## src/rtl/pe_data_loader.sv

```systemverilog
// Operand loader: captures a DEPTH-word multi-lane block, passes each beat through,
// then replays the block for N passes. Optional reverse replay under PE_LOADER_REVERSE_EN.
module pe_data_loader #(
  parameter int unsigned DATA_WIDTH = 32,
  parameter int unsigned LANES      = 1,
  parameter int unsigned DEPTH      = 32,
  parameter int unsigned PASS_WIDTH = 4
) (
  input  logic                            clk,
  input  logic                            rst,
  input  logic                            din_v,
  input  logic [LANES*DATA_WIDTH*2-1:0]   din,
  output logic                            din_rdy,
  input  logic                            flush,
  input  logic                            replay_go,
  input  logic [PASS_WIDTH-1:0]           replay_passes,
  input  logic                            replay_rev,
  output logic                            dout_v,
  output logic [LANES*DATA_WIDTH*2-1:0]   dout,
  output logic                            dout_last,
  output logic                            busy,
  output logic [$clog2(DEPTH+1)-1:0]      fill_lvl
);

  localparam int unsigned WW = LANES * DATA_WIDTH * 2;
  localparam int unsigned AW = $clog2(DEPTH);
  localparam int unsigned LW = $clog2(DEPTH + 1);

  typedef enum logic [1:0] {
    S_IDLE,
    S_FILL,
    S_FULL,
    S_REPLAY
  } state_t;

  state_t                state_q, state_d;
  logic [WW-1:0]         mem [DEPTH];
  logic [AW-1:0]         wptr_q, wptr_d;
  logic [AW-1:0]         raddr_q, raddr_d;
  logic [AW-1:0]         rd_addr, start_addr, next_addr, end_addr;
  logic [PASS_WIDTH-1:0] pass_q, pass_d, cur_passes, go_passes;
  logic [LW-1:0]         fill_d;
  logic [WW-1:0]         dout_d;
  logic                  dout_v_d, dout_last_d;
  logic                  accept, go, emit, pass_end, final_word;

  // Flush outranks both a beat and a replay request.
  assign accept     = din_v & din_rdy & ~flush;
  assign go         = (state_q == S_FULL) & replay_go & ~flush;
  assign emit       = go | (state_q == S_REPLAY);
  assign go_passes  = (replay_passes == '0) ? PASS_WIDTH'(1) : replay_passes;
  // The replay_go cycle already emits the first word, so read from the start address.
  assign rd_addr    = go ? start_addr : raddr_q;
  assign cur_passes = go ? go_passes : pass_q;
  assign pass_end   = (rd_addr == end_addr);
  assign final_word = pass_end & (cur_passes == PASS_WIDTH'(1));

`ifdef PE_LOADER_REVERSE_EN
  logic rev_q, cur_rev;

  assign cur_rev    = go ? replay_rev : rev_q;
  assign start_addr = replay_rev ? AW'(DEPTH - 1) : '0;
  assign end_addr   = cur_rev ? '0 : AW'(DEPTH - 1);
  assign next_addr  = cur_rev ? rd_addr - AW'(1) : rd_addr + AW'(1);

  always_ff @(posedge clk or posedge rst) begin
    if (rst) begin
      rev_q <= 1'b0;
    end else if (go) begin
      rev_q <= replay_rev;
    end
  end
`else
  logic unused_replay_rev;

  assign unused_replay_rev = replay_rev;
  assign start_addr        = '0;
  assign end_addr          = AW'(DEPTH - 1);
  assign next_addr         = rd_addr + AW'(1);
`endif

  // Next-state and datapath
  always_comb begin
    state_d     = state_q;
    wptr_d      = wptr_q;
    fill_d      = fill_lvl;
    raddr_d     = raddr_q;
    pass_d      = pass_q;
    dout_d      = dout;
    dout_v_d    = 1'b0;
    dout_last_d = 1'b0;
    if (flush) begin
      state_d = S_IDLE;
      wptr_d  = '0;
      fill_d  = '0;
      raddr_d = '0;
      pass_d  = '0;
    end else if (accept) begin
      dout_d   = din;
      dout_v_d = 1'b1;
      wptr_d   = wptr_q + AW'(1);
      fill_d   = fill_lvl + LW'(1);
      state_d  = (fill_lvl == LW'(DEPTH - 1)) ? S_FULL : S_FILL;
    end else if (emit) begin
      dout_d      = mem[rd_addr];
      dout_v_d    = 1'b1;
      dout_last_d = final_word;
      raddr_d     = next_addr;
      pass_d      = pass_end ? cur_passes - PASS_WIDTH'(1) : cur_passes;
      state_d     = final_word ? S_FULL : S_REPLAY;
    end
  end

  always_ff @(posedge clk or posedge rst) begin
    if (rst) begin
      state_q   <= S_IDLE;
      wptr_q    <= '0;
      fill_lvl  <= '0;
      raddr_q   <= '0;
      pass_q    <= '0;
      dout      <= '0;
      dout_v    <= 1'b0;
      dout_last <= 1'b0;
      din_rdy   <= 1'b0;
      busy      <= 1'b0;
    end else begin
      state_q   <= state_d;
      wptr_q    <= wptr_d;
      fill_lvl  <= fill_d;
      raddr_q   <= raddr_d;
      pass_q    <= pass_d;
      dout      <= dout_d;
      dout_v    <= dout_v_d;
      dout_last <= dout_last_d;
      din_rdy   <= (state_d == S_IDLE) || (state_d == S_FILL);
      busy      <= (state_d == S_REPLAY);
    end
  end

  // Block storage; contents deliberately survive reset and flush.
  always_ff @(posedge clk) begin
    if (accept) begin
      mem[wptr_q] <= din;
    end
  end

endmodule

```

## config.mk

```make
export PLATFORM = sky130hd
export DESIGN_NAME = pe_data_loader
export DESIGN_NICKNAME = d
export VERILOG_FILES = /design/src/rtl/pe_data_loader.sv
export SDC_FILE = /design/constraint.sdc
export NUM_CORES = 2
export LEC_CHECK = 0
export BUFFER_PORTS_ARGS = -buffer_cell sky130_fd_sc_hd__buf_2
export CAP_MARGIN = 20
export CORE_ASPECT_RATIO = 0.9
export CORE_MARGIN = 2
export CORE_UTILIZATION = 32
export CTS_BUF_LIST = sky130_fd_sc_hd__clkbuf_4 sky130_fd_sc_hd__clkbuf_8 sky130_fd_sc_hd__clkbuf_16
export DETAILED_ROUTE_END_ITERATION = 10
export HOLD_SLACK_MARGIN = 0.05
export MAX_ROUTING_LAYER = met4
export PLACE_DENSITY = 0.52
export SLEW_MARGIN = 20
export SYNTH_ARGS = -nofsm -noshare
export SYNTH_HDL_FRONTEND = slang
export SYNTH_SLANG_ARGS = --single-unit
export TNS_END_PERCENT = 10
```

## constraint.sdc

```tcl
create_clock -name clk -period 6.1 [get_ports clk]
set_input_delay 0.305 -clock clk [delete_from_list [all_inputs] [get_ports clk]]
set_output_delay 0.305 -clock clk [all_outputs]
set_load 0.02 [all_outputs]
```

==> qor.yml <==
outcome:
  status: "finished, final reports clean"
drt:
  wl_um: 256500
  first_iter_violations: 5995
  postRouteAntennaNets: 0
  first_pass_iters: 6
  drc: 0
  num_vias: 50790
  wl_per_cell_um: 27.79
  via_per_inst: 5.504
critical_path:
  setup.worst_path.end_class: "flip-flop"
  crit_chain: "nand4bb_4, nand2_8, buf_4, buf_4, o221ai_1, nand4_1, nand4_1, o21ai_1"
  cp_top_family: "simple AND/OR/NAND/NOR gates"
  cp_slowest_cell: "buf_4"
  reg2reg_to: "dout[50]"
  critPathMaxStageDelay_ns: 0.72
  critPathLaunchType: "flip-flop"
  reg2reg_setup_slack_ns: 1.96
  required_ns: 6.87
  crit_buf_inv: 2
  cp_max_fo: 57
  crit_arrival_ns: 4.91
  rr_startpoint: "state_q[0]"
  r2r_cells: 8
  crit_type: "reg2reg"
grt:
  grt_pass1_vias: 49440
  grt_pass1_wl_um: 365700
  gr-usage-all-layers_pct: 19.02
  grt_overflow: 0
  grt_start_max_net_pins: 137
  antenna_found_initial: 24
finish:
  area_growth_pct: 15.04
  nets: 5598
  drive_above_1_share_pct: 16.94
place:
  globalplace.congestion: 0.7589
  dp_hpwl_um: 132100
  port_buffers: 146
power:
  power_frac_clock_pct: 43.9
  power_frac_comb_pct: 2.2
  power_frac_seq_pct: 53.9
  powerDensity_mw_per_mm2: 307.8
  power_uw: 30210
  max-vdd-ir-drop_v: 0.0002593
  sw_frac_of_total_pct: 20.84
  power_leakage_uw: 0.03033
  p_int_uw: 23910
  p_switching_uw: 6295
synth:
  syn_area_mm2: 0.08533
  yosys_warnings: 0
  synth_nets: 5420
  synthTopCellsByCount: "edfxtp_1 (2048), nor2_1 (369), mux2i_1 (289), a21oi_1 (285), o22ai_1 (284)"
  synthArstFlopShare_pct: 4.210
  avgSynthCellArea_um2: 15.99
  synth-seq-cells: 2138
  synth-edff-count: 2048
  syn_inst: 5337
  yosys_most_used_dff: "edfxtp_1"
  synth.top_cells.by_area: "edfxtp_1 (72%), mux2i_1 (3.4%), dfrtp_1 (2.6%)"
  synth_top_area_share_pct: 72.07
  synth_cell_type_count: 71
  yosysSeqAreaShare_pct: 74.71
  synth_top_area_cell: "edfxtp_1"
  synth_most_common_cell: "edfxtp_1"
cts:
  ctsHoldBuffers: 73
  cts_resized: 0
  clk_pin_slew_worst_paths_ns: 0.06
  cts_buffer_depth: 4
  h-tree-depth: 4
  clk_latency_ns: 0.89
  post_cts_buffers: 0
  cts_buffers: 227
  cts_root_buffer: "clkbuf_16"
  cts_tree: "done"
  clock_sinks: 2138
timing:
  fmax_mhz: 241.6
  fin_tns_setup_ns: 0
  timing.final.max_slew_violations: 0
  timing.final.crit_share_pct: 67.86
  finalHoldViolCount: 0
  finalSetupViolCount: 0
  finClkSkew_ns: 0.06143
  period_minus_slack_ns: 4.140
  tightest_slew_ns: 1.179
  grt_setup_unrepaired: "no"
  slew_headroom_pct: 21.19
floorplanning:
  core_area_mm2: 0.2647
  io_pins: 148
  start_util_pct: 32.23
  die_x_um: 548.3
  dieArea_mm2: 0.2708
  rows: 179
  dieHeight_um: 493.9
job:
  drv_cap: 0
worst_hold_path:
  hp-class: "in2async"
-- worst min-delay path: stages --
cell and delay [ns]:
dlygate4sd3_1 0.53, buf_2 0.15, inv_6 0.52
-- stage by stage --
stage	area [µm²]	setup slack, ns	hold slack, ns	utilization, %	std cells
4_1_cts	98160	1.969	0.09376	37.08	9225
3_3_place_gp	90270	2.085	0.4879	34.10	8740
5_1_grt	98160	1.728	0.1406	37.08	9227
2_1_floorplan	85330	1.566	0.4039	-	5337
6_report	98160	1.960	0.1230	37.08	9227
3_5_place_dp	90310	2.036	0.4923	34.11	8742
-- worst max-delay path by stage --
stage	from	endpoint	slack, ns	cells after the start
2_1_floorplan	din_rdy	mem[30][0]	1.57	5
3_3_place_gp	flush	dout[50]	2.09	9
3_5_place_dp	flush	dout[50]	2.04	9
4_1_cts	state_q[0]	dout[50]	1.97	8
5_1_grt	state_q[0]	dout[50]	1.73	8
6_report	state_q[0]	dout[50]	1.96	8
-- cells by family (layout without fill, tap and decap cells) --
logic type	Yosys count	count (layout)	share of synthesized area, %
other cells	0	2	0
buf+inv	448	807	2.378
fa+ha+maj	9	9	0.1320
simple gates	835	835	4.606
compound gates	1353	1353	10.55
xor+xnor	10	10	0.1026
flops	2138	2138	74.71
mux	544	544	7.521
-- power groups by stage --
stage          Combinational, µW  Clock [µW]  Sequential [µW]
2_1_floorplan                158           0            16600
6_report                     674       13300            16300
4_1_cts                      689       13500            16300
3_3_place_gp                 627           0            16600
3_5_place_dp                 645           0            16600
5_1_grt                      738       14100            16300
-- placed cells by master, fill, tap and decap left out, types with 56 or more instances in the layout --
cell / Yosys / routed
edfxtp_1: 2048 / 2048
nor2_1: 369 / 334
mux2i_1: 289 / 289
a21oi_1: 285 / 285
o22ai_1: 284 / 284
a22oi_1: 227 / 227
clkbuf_16: 0 / 227
mux2_2: 197 / 197
buf_2: 182 / 146
nand2_1: 146 / 144
o221ai_1: 131 / 131
o21ai_0: 112 / 112
buf_4: 19 / 94
dfrtp_1: 90 / 87
nand4_1: 80 / 80
dlygate4sd3_1: 0 / 73
clkbuf_4: 0 / 68
nor2b_1: 62 / 62
mux4_2: 58 / 58
a31oi_1: 56 / 56
-- layer usage --
layer / up-vias / track usage [%] / share of wire (%)
li1: 21750 / - / -
met5: - / - / 0
met2: 1952 / 28.75 / 46
met1: 26720 / 27.23 / 45
met3: 359 / 2.602 / 6.9
met4: 0 / 4.298 / 2.2
-- registers in the layout (all words and copies together) (netlist names) --
signal	count
dout	64
pass_q	4
wptr_q	5
dout_v	1
fill_lvl	6
state_q	2
din_rdy	1
dout_last	1
mem	2048
busy	1
raddr_q	5
-- cell type report --
| class | instances | area (µm²) |
|---|---|---|
| Antenna cell | 2 | 5.005 |
| Clock buffer | 312 | 6425 |
| Clock inverter | 98 | 691.9 |
| Fill cell | 24770 | 166600 |
| Inverter | 56 | 225.2 |
| Multi-Input combinational cell | 2751 | 19910 |
| Sequential cell | 2138 | 63760 |
| Tap cell | 3529 | 4415 |
| Timing Repair Buffer | 341 | 2723 |
No activity file was read; power rests on OpenSTA's default activity.
